`config.mk`:
```
export PLATFORM = sky130hd
export DESIGN_NAME = fetch_unit
export DESIGN_NICKNAME = d
export VERILOG_FILES = /design/src/rtl/constants_pkg.sv /design/src/rtl/fetch_queue.sv /design/src/rtl/fetch_unit.sv
export SDC_FILE = /design/constraint.sdc
export NUM_CORES = 1
export LEC_CHECK = 0
export ABC_AREA = 1
export CORE_ASPECT_RATIO = 0.6
export CORE_MARGIN = 4
export CORE_UTILIZATION = 35
export DETAILED_ROUTE_END_ITERATION = 8
export HOLD_SLACK_MARGIN = 0.05
export SKIP_LAST_GASP = 1
export SLEW_MARGIN = 20
export SYNTH_ARGS = -nofsm -noshare
export SYNTH_HDL_FRONTEND = slang
export SYNTH_SLANG_ARGS = --single-unit
```
`constraint.sdc`:
```
create_clock -name clk -period 3.4 [get_ports clk]
set_input_delay 1.02 -clock clk [delete_from_list [all_inputs] [get_ports clk]]
set_output_delay 1.02 -clock clk [all_outputs]
set_load 0.005 [all_outputs]
```
`src/rtl/constants_pkg.sv`:
```
// Shared widths and the fetch FSM state type used by the fetch stage and its bench.
package constants_pkg;

  localparam int INSTRUCTION_POINTER_BITS = 8;
  localparam int MEMORY_DATA_BITS         = 8;
  localparam int INSTRUCTION_BITS         = 16;

  // Fetch sequencer states: ISSUE has nothing in flight, WAIT_HI/WAIT_LO
  // are waiting on the high and low byte of the current instruction.
  typedef enum logic [1:0] {
    ISSUE   = 2'd0,
    WAIT_HI = 2'd1,
    WAIT_LO = 2'd2
  } fetch_state_e;

  // Entry width of the instruction queue: {pc, instruction}.
  function automatic int queue_entry_bits(input int addr_bits, input int data_bits);
    return addr_bits + 2 * data_bits;
  endfunction

endpackage

```
`src/rtl/fetch_queue.sv`:
```
// Small synchronous FIFO holding fetched {pc, instruction} entries.
// Depth must be a power of two so the pointers wrap naturally.
module fetch_queue #(
  parameter int QUEUE_DEPTH = 2,
  parameter int ENTRY_BITS  = 24
) (
  input  logic                               clk,
  input  logic                               reset,
  input  logic                               push,
  input  logic [ENTRY_BITS-1:0]              push_data,
  input  logic                               pop,
  input  logic                               flush,
  output logic [ENTRY_BITS-1:0]              head,
  output logic [$clog2(QUEUE_DEPTH+1)-1:0]   count,
  output logic                               empty,
  output logic                               full
);

  localparam int PTR_BITS = (QUEUE_DEPTH > 1) ? $clog2(QUEUE_DEPTH) : 1;
  localparam int CNT_BITS = $clog2(QUEUE_DEPTH + 1);

  logic [ENTRY_BITS-1:0] entries_q [QUEUE_DEPTH];
  logic [PTR_BITS-1:0]   rd_ptr_q;
  logic [PTR_BITS-1:0]   wr_ptr_q;
  logic [CNT_BITS-1:0]   count_q;
  logic                  do_pop_s;
  logic                  do_push_s;

  assign empty = (count_q == {CNT_BITS{1'b0}});
  assign full  = (count_q == CNT_BITS'(QUEUE_DEPTH));
  assign count = count_q;
  assign head  = entries_q[rd_ptr_q];

  // A pop on an empty queue is ignored; a push is accepted when there is
  // room or when a pop frees the head slot in the same cycle.
  assign do_pop_s  = pop && !empty;
  assign do_push_s = push && (!full || do_pop_s);

  // Storage, pointers and occupancy; flush drops all entries at once.
  always_ff @(posedge clk) begin
    if (reset) begin
      rd_ptr_q <= {PTR_BITS{1'b0}};
      wr_ptr_q <= {PTR_BITS{1'b0}};
      count_q  <= {CNT_BITS{1'b0}};
      for (int i = 0; i < QUEUE_DEPTH; i++) begin
        entries_q[i] <= {ENTRY_BITS{1'b0}};
      end
    end else if (flush) begin
      rd_ptr_q <= {PTR_BITS{1'b0}};
      wr_ptr_q <= {PTR_BITS{1'b0}};
      count_q  <= {CNT_BITS{1'b0}};
    end else begin
      if (do_push_s) begin
        entries_q[wr_ptr_q] <= push_data;
        wr_ptr_q            <= wr_ptr_q + PTR_BITS'(1);
      end
      if (do_pop_s) begin
        rd_ptr_q <= rd_ptr_q + PTR_BITS'(1);
      end
      case ({do_push_s, do_pop_s})
        2'b10:   count_q <= count_q + CNT_BITS'(1);
        2'b01:   count_q <= count_q - CNT_BITS'(1);
        default: count_q <= count_q;
      endcase
    end
  end

endmodule

```
`src/rtl/fetch_unit.sv`:
```
// Instruction fetch stage: reads each 16-bit instruction as two byte reads
// (high at pc, low at pc+1), queues {pc, instr} and hands it to decode over
// valid/ready. A redirect flushes everything and restarts at the target.
module fetch_unit
  import constants_pkg::*;
#(
  parameter int ADDR_BITS   = INSTRUCTION_POINTER_BITS,
  parameter int DATA_BITS   = MEMORY_DATA_BITS,
  parameter int QUEUE_DEPTH = 2
) (
  input  logic                   clk,
  input  logic                   reset,
  input  logic                   fetch_en,
  output logic [ADDR_BITS-1:0]   mem_address,
  output logic                   mem_read_en,
  input  logic [DATA_BITS-1:0]   mem_rdata,
  input  logic                   redirect_en,
  input  logic [ADDR_BITS-1:0]   redirect_pc,
  output logic [2*DATA_BITS-1:0] instr,
  output logic [ADDR_BITS-1:0]   instr_pc,
  output logic                   instr_valid,
  input  logic                   instr_ready
);

  localparam int ENTRY_BITS = queue_entry_bits(ADDR_BITS, DATA_BITS);
  localparam int CNT_BITS   = $clog2(QUEUE_DEPTH + 1);

  fetch_state_e          state_q, state_d;
  logic [ADDR_BITS-1:0]  pc_q, pc_d;
  logic [DATA_BITS-1:0]  hi_byte_q, hi_byte_d;
  logic [ADDR_BITS-1:0]  mem_address_q, mem_address_d;
  logic                  mem_read_en_q, mem_read_en_d;

  logic                  push_s;
  logic                  pop_s;
  logic [ENTRY_BITS-1:0] head_s;
  logic [CNT_BITS-1:0]   count_s;
  logic                  empty_s;
  logic                  full_s;
  logic                  room_now_s;
  logic                  room_after_push_s;
  logic [ADDR_BITS-1:0]  pc_plus1_s;
  logic [ADDR_BITS-1:0]  pc_plus2_s;

  assign instr_valid = !empty_s;
  assign pop_s       = instr_valid && instr_ready && !redirect_en;
  assign instr       = instr_valid ? head_s[2*DATA_BITS-1:0] : {(2*DATA_BITS){1'b0}};
  assign instr_pc    = instr_valid ? head_s[ENTRY_BITS-1:2*DATA_BITS] : {ADDR_BITS{1'b0}};
  assign mem_address = mem_address_q;
  assign mem_read_en = mem_read_en_q;

  // (count - pop) < depth, and (count + 1 - pop) < depth for the cycle that
  // also pushes; these keep the queue from ever overflowing.
  assign room_now_s        = !full_s || pop_s;
  assign room_after_push_s = (count_s < CNT_BITS'(QUEUE_DEPTH - 1)) || pop_s;

  assign pc_plus1_s = pc_q + ADDR_BITS'(1);
  assign pc_plus2_s = pc_q + ADDR_BITS'(2);

  fetch_queue #(
    .QUEUE_DEPTH (QUEUE_DEPTH),
    .ENTRY_BITS  (ENTRY_BITS)
  ) u_queue (
    .clk       (clk),
    .reset     (reset),
    .push      (push_s),
    .push_data ({pc_q, hi_byte_q, mem_rdata}),
    .pop       (pop_s),
    .flush     (redirect_en),
    .head      (head_s),
    .count     (count_s),
    .empty     (empty_s),
    .full      (full_s)
  );

  // State register plus the registered memory interface and fetch pointer.
  always_ff @(posedge clk) begin
    if (reset) begin
      state_q       <= ISSUE;
      pc_q          <= {ADDR_BITS{1'b0}};
      hi_byte_q     <= {DATA_BITS{1'b0}};
      mem_address_q <= {ADDR_BITS{1'b0}};
      mem_read_en_q <= 1'b0;
    end else begin
      state_q       <= state_d;
      pc_q          <= pc_d;
      hi_byte_q     <= hi_byte_d;
      mem_address_q <= mem_address_d;
      mem_read_en_q <= mem_read_en_d;
    end
  end

  // Next-state logic; a redirect abandons whatever is in flight.
  always_comb begin
    state_d = state_q;
    if (redirect_en) begin
      state_d = fetch_en ? WAIT_HI : ISSUE;
    end else begin
      case (state_q)
        ISSUE:   state_d = (fetch_en && room_now_s) ? WAIT_HI : ISSUE;
        WAIT_HI: state_d = WAIT_LO;
        WAIT_LO: state_d = (fetch_en && room_after_push_s) ? WAIT_HI : ISSUE;
        default: state_d = ISSUE;
      endcase
    end
  end

  // Output logic: memory requests, byte capture, queue push and pc update.
  always_comb begin
    pc_d          = pc_q;
    hi_byte_d     = hi_byte_q;
    mem_address_d = mem_address_q;
    mem_read_en_d = 1'b0;
    push_s        = 1'b0;
    if (redirect_en) begin
      pc_d = redirect_pc;
      if (fetch_en) begin
        mem_address_d = redirect_pc;
        mem_read_en_d = 1'b1;
      end else begin
        mem_read_en_d = 1'b0;
      end
    end else begin
      case (state_q)
        ISSUE: begin
          if (fetch_en && room_now_s) begin
            mem_address_d = pc_q;
            mem_read_en_d = 1'b1;
          end else begin
            mem_read_en_d = 1'b0;
          end
        end
        WAIT_HI: begin
          hi_byte_d     = mem_rdata;
          mem_address_d = pc_plus1_s;
          mem_read_en_d = 1'b1;
        end
        WAIT_LO: begin
          push_s = 1'b1;
          pc_d   = pc_plus2_s;
          if (fetch_en && room_after_push_s) begin
            mem_address_d = pc_plus2_s;
            mem_read_en_d = 1'b1;
          end else begin
            mem_read_en_d = 1'b0;
          end
        end
        default: begin
          mem_read_en_d = 1'b0;
        end
      endcase
    end
  end

endmodule

```
==> impl_metrics.toml, run 1 <==
[outcome]
outcome = "complete, no violations"

[grt]
use_met2_pct = 22.5
use_met1_pct = 22.7
grt_pass1_wl_um = 16500
grt.busiest_layer = "met1"
grt_use_total_pct = 15.6
grt_max_degree = 26
overflow = 0
grt_antenna_before_repair = 0
use_met3_pct = 4.41
grt_pass1_vias = 3271

[setup_path]
critical_path_class = "reg -> out"
ff2ff_path_depth = 7
crit_path_start_kind = "register"
r2r_setup_slack_ns = 1.13
r2r-start = "state_q[0]"
cp.required_ns = 2.38
cp.arrival_ns = 2.15
reg2reg_to = "u_queue.entries_q[0][6]"
cp_max_fo = 25
crit_path_end_kind = "output port"

[cts]
numCtsBuffers = 9
cts_setup_buffers = 0
clk_transition_reported_paths_ns = 0.06
postCtsHoldBufs = 0
clock_latency_ns = 0.34
cts_tree = "built"
cts_sinks = 80
ctsHtreeMaxLevel = 3
cts-root-buf = "clkbuf_16"
cts_max_path_buffers = 2
cts_resized = 0

[timing]
period_minus_slack_ns = 3.17
tightest_slew_ns = 0.660
slew_headroom_pct = 55.9
fin_crit_sh_pct = 93.3
setup_viol = 0
final_hold_viol_count = 0
finalMaxSlewViolations = 0
fmax_mhz = 315
fin_setup_tns_ns = 0
skew_ns = 0.00335
rsz0062_at_grt = "false"

[route]
wl_um = 10000
wl_per_cell_um = 14.8
via_count = 3285
postRouteAntennaNets = 0
drc = 0
firstDrtPassIters = 6
drtIter0Drc = 286
post_drt_via_cell_ratio = 4.85

[die]
die_x_um = 146
core-area_um2 = 10800
rows = 29
start_util_pct = 36.8
dieHeight_um = 90.6
io_pins = 55
dieArea_um2 = 13200

[power]
peakVddDrop_v = 0.000282
static-leakage-power_nw = 1.98
p_per_area_nw_per_um2 = 457
finalPower_mw = 2.25

[finish]
stdcell_count = 678
mostFrequentLayoutCells = "nor2_1 (102), nand2_1 (75), inv_1 (54), clkdlybuf4s50_1 (54), edfxtp_1 (48)"
insertedDiodeCount = 0
layout_commonest_cell = "nor2_1"
fill_cells = 1050
syn_to_final_growth_pct = 24.0
drive_gt1_share_pct = 9.65
nets = 563

[placement]
dp.final_hpwl_um = 7100
dp_cells = 662
place.gp.congestion = 0.884
io_buffer_count = 54

[synthesis]
ys_types = 28
synth_seq_cells = 80
ys_seq_area_share_pct = 52.4
synthesis.area_um2 = 3980
synth.top_cell.area_share_pct = 36.2
netlist_instances = 479
ys_warn_count = 0
postSynthAreaPerCell_um2 = 8.30
syn_nets = 508
yosys-top-cells-area = "edfxtp_1 (36%), dfxtp_1 (16%), nor2_1 (9.7%), nand2_1 (7.1%), o21ai_0 (5.4%)"
yosysTopAreaCell = "edfxtp_1"

[min_path]
hold_depth = 2
hold_path_startpoint = "u_queue.rd_ptr_q"
hold_end = "u_queue.rd_ptr_q"
hp-class = "reg -> reg"

[flow_run]
max_cap_viol_count = 0
-- power by group --
part           switching, mW  leakage [nW]  internal, mW  total [mW]
clock                  0.381         0.138         0.561       0.942
combinational          0.127          1.09        0.0886       0.216
sequential            0.0233         0.757          1.07        1.09
-- stage by stage --
step                      setup WS [ns]  instance area [um^2]  utilization [%]  hold slack, ns
after floorplan                   0.709                  3980                -           0.447
after global placement            0.489                  4640             42.9           0.465
after detailed placement          0.448                  4640             42.9           0.476
after CTS                         0.100                  4920             45.5           0.485
after global routing             0.0554                  4930             45.6           0.531
final                             0.227                  4930             45.6           0.491
-- worst max path at each step --
stage / startpoint / endpoint
floorplan: instr_ready / u_queue.entries_q[0][0]
finish: u_queue.count[0] / instr_pc[2]
global placement: u_queue.count[1] / instr_pc[4]
CTS: u_queue.count[0] / instr_pc[4]
global route: u_queue.count[0] / instr_pc[2]
detailed placement: instr_ready / u_queue.entries_q[0][6]
-- state kept, by name, summed over array words and instances, names as in the netlist, 2 cells and up, named ones only --
signal             cells
hi_byte_q              8
mem_address            8
pc_q                   8
state_q                2
u_queue.count          2
u_queue.entries_q     48
-- Yosys cell counts --
| cell | number |
|---|---|
| a21oi_1 | 31 |
| a21oi_4 | 1 |
| a31oi_1 | 3 |
| buf_1 | 1 |
| buf_2 | 8 |
| buf_6 | 6 |
| clkbuf_1 | 5 |
| dfxtp_1 | 32 |
| edfxtp_1 | 48 |
| ha_1 | 8 |
| inv_1 | 54 |
| inv_2 | 1 |
| nand2_1 | 75 |
| nand2_2 | 2 |
| nand3_1 | 25 |
| nand3_4 | 1 |
| nand3b_4 | 1 |
| nand4_1 | 1 |
| nor2_1 | 103 |
| nor2_2 | 20 |
| nor2_4 | 1 |
| nor3_1 | 2 |
| nor3_2 | 1 |
| o211ai_1 | 2 |
| o21a_1 | 1 |
| o21ai_0 | 43 |
| o21bai_1 | 2 |
| xor2_1 | 1 |
-- worst max-delay path: stages (launching register included) --
cell	delay (ns)
dfxtp_1	0.33
inv_1	0.08
ha_1	0.24
inv_1	0.11
buf_6	0.21
o21ai_0	0.11
nor2_1	0.18
clkdlybuf4s50_1	0.55
-- cells by family (layout without fill, tap and decap cells) --
| kind of cell | Yosys count | after routing | share of synthesized area [%] |
|---|---|---|---|
| fa+ha+maj | 8 | 8 | 2.52 |
| flops | 80 | 80 | 52.4 |
| simple gates | 232 | 232 | 25.3 |
| buf+inv | 75 | 135 | 8.46 |
| xor+xnor | 1 | 1 | 0.220 |
| compound gates | 83 | 83 | 11.1 |
-- area by class of cell --
class                   count  area, um^2  share of cell area [%]
clock inverters             7        62.6                    1.27
inverters                  55         206                    4.19
repair buffers             64         619                    12.6
well taps                 139         174                    3.53
multi-input cells         324        1560                    31.6
clock buffers               9         225                    4.57
flip-flops and latches     80        2080                    42.2
-- layer usage --
| metal | share of wire [%] | vias up |
|---|---|---|
| met3 | 5.6 | 12 |
| met1 | 52 | 1519 |
| met4 | 1.4 | 0 |
| met5 | 0 | - |
| li1 | - | 1658 |
| met2 | 41 | 96 |
Note: power is estimated with default switching activity, not from simulation.
==> inputs of run 2 (changes only) <==
Settings changed: CORE_MARGIN 4 to 1.5.
==> run 2 against run 1 <==
Net effect: via count fell by 0.18%; highest routed layer unchanged; sequential power hardly changed; flip-flop and latch count did not move; first-iteration DRC count down 35%; hold slack worse by 0.018 ns; count of clock-buffer cells in the layout stayed put; critical path depth did not move.
==> impl_metrics.toml, run 2 (synthesized netlist as in run 1, its figures left out) <==
[cts]
clk_transition_reported_paths_ns = 0.06
ctsHtreeMaxLevel = 3
numCtsBuffers = 9
cts_tree = "built"
cts-root-buf = "clkbuf_16"
cts_sinks = 80
clock_latency_ns = 0.34
cts_setup_buffers = 0
cts_max_path_buffers = 2

[outcome]
outcome = "complete, no violations"

[placement]
place.gp.congestion = 0.915
detailedPlace.worstSlack_ns = 0.465
io_buffer_count = 54
dp_cells = 663
dp.final_hpwl_um = 6950

[finish]
syn_to_final_growth_pct = 25.0
drive_gt1_share_pct = 10.4
stdcell_count = 679
largest_reg_flops = 48
regMostFlops = "u_queue.entries_q"
mostFrequentLayoutCells = "nor2_1 (103), nand2_1 (75), clkdlybuf4s50_1 (54)"
fill_cells = 1082
nets = 564
layout_commonest_cell = "nor2_1"
insertedDiodeCount = 0

[setup_path]
crit_cells = 7
cp.required_ns = 2.38
critPathMaxStageDelay_ns = 0.53
ff2ff_path_depth = 7
critical_path_class = "reg -> out"
slowest_stage = "clkdlybuf4s50_1"
crit_path_start_kind = "register"
reg2reg_to = "u_queue.entries_q[1][20]"
critical_path.endpoint = "instr[15]"
crit_path_end_kind = "output port"
r2r-start = "state_q[0]"
cp-startpoint = "u_queue.count[0]"
r2r_setup_slack_ns = 1.26
crit_chain = "inv_1 -> ha_1 -> inv_2 -> buf_6 -> o21ai_0 -> nor2_1 -> clkdlybuf4s50_1"
cp_max_fo = 19
crit_family = "buffers and inverters"
cp.arrival_ns = 2.15
cp_num_buf_inv = 4

[grt]
overflow = 0
grt_use_total_pct = 17.4
grt_max_degree = 25
grt_antenna_before_repair = 0
grt_pass1_wl_um = 16000
grt_pass1_vias = 3146

[timing]
rsz0062_at_grt = "false"
finalMaxSlewViolations = 0
slew_headroom_pct = 54.7
final_hold_viol_count = 0
whs_ns = 0.473
period_minus_slack_ns = 3.17
fmax_mhz = 316
fin_setup_tns_ns = 0
fin_crit_sh_pct = 93.2
setup_viol = 0
tightest_slew_ns = 0.678
skew_ns = 0.0102
fin_ws_ns = 0.232

[power]
finalPower_mw = 2.28
peakVddDrop_v = 0.000251
p_per_area_nw_per_um2 = 460
static-leakage-power_nw = 2.00

[die]
die_x_um = 141
start_util_pct = 36.8
dieHeight_um = 85.6
core-area_um2 = 10800
rows = 29
dieArea_um2 = 12000
io_pins = 55

[route]
wl_per_cell_um = 14.6
firstDrtPassIters = 5
wl_um = 9900
postRouteAntennaNets = 0
drc = 0
post_drt_via_cell_ratio = 4.83
drtIter0Drc = 185
via_count = 3279

[flow_run]
max_cap_viol_count = 0

[min_path]
hp-class = "reg -> reg"
## run 2: metrics by stage
step / util (%) / instance area (um^2)
after global routing: 46.0 / 4970
after global placement: 43.2 / 4670
after floorplan: - / 3980
after CTS: 45.9 / 4970
final: 46.0 / 4970
after detailed placement: 43.2 / 4670
## run 2: how the worst min path moves through the flow
stage / startpoint / end / slack, ns / depth (start not counted)
after global routing: u_queue.rd_ptr_q / u_queue.rd_ptr_q / 0.49 / 2
after floorplan: u_queue.rd_ptr_q / register / 0.45 / 2
after detailed placement: u_queue.rd_ptr_q / u_queue.rd_ptr_q / 0.47 / 2
after CTS: u_queue.rd_ptr_q / u_queue.rd_ptr_q / 0.48 / 2
after global placement: u_queue.rd_ptr_q / u_queue.rd_ptr_q / 0.46 / 2
final: u_queue.rd_ptr_q / u_queue.rd_ptr_q / 0.47 / 2
## run 2: repair_timing
action,CTS,global route
endpoints found under the setup margin,0,4
gates resized for setup,0,2
hold buffers,0,0
## run 2: layer usage
| layer | up-vias | global-route usage, % | routed length, um | part of all wire [%] |
|---|---|---|---|---|
| li1 | 1664 | - | - | - |
| met1 | 1533 | 25.4 | 5230 | 53 |
| met2 | 74 | 25.1 | 4010 | 41 |
| met3 | 8 | 5.14 | 591 | 6.0 |
| met4 | 0 | 4.64 | 69 | 0.70 |
| met5 | - | 0 | 0 | 0 |
## run 2: where the power goes
group	total, mW	switching, mW	internal (mW)	leakage (nW)
clock	0.974	0.406	0.568	0.141
combinational	0.218	0.127	0.0906	1.10
sequential	1.09	0.0232	1.07	0.757
total	2.28	0.556	1.73	2.00
## run 2: area by class of cell
type	count	area, um^2	area share (%)
clock buffer	9	225	4.53
multi-input combinational	324	1560	31.3
sequential	80	2080	41.9
clock inverter	7	72.6	1.46
inverter	55	206	4.15
timing repair buffer	65	652	13.1
tap	139	174	3.50
## run 2: worst register-to-register path: cells and delay by family (launching register included)
kind | cells | cell delay [ns]
AO/OA/AOI/OAI | 1 | 0.26
adder cells (fa/ha/maj) | 1 | 0.47
buffers and inverters | 2 | 0.35
flip-flops | 1 | 0.33
AND/OR/NAND/NOR | 3 | 0.41
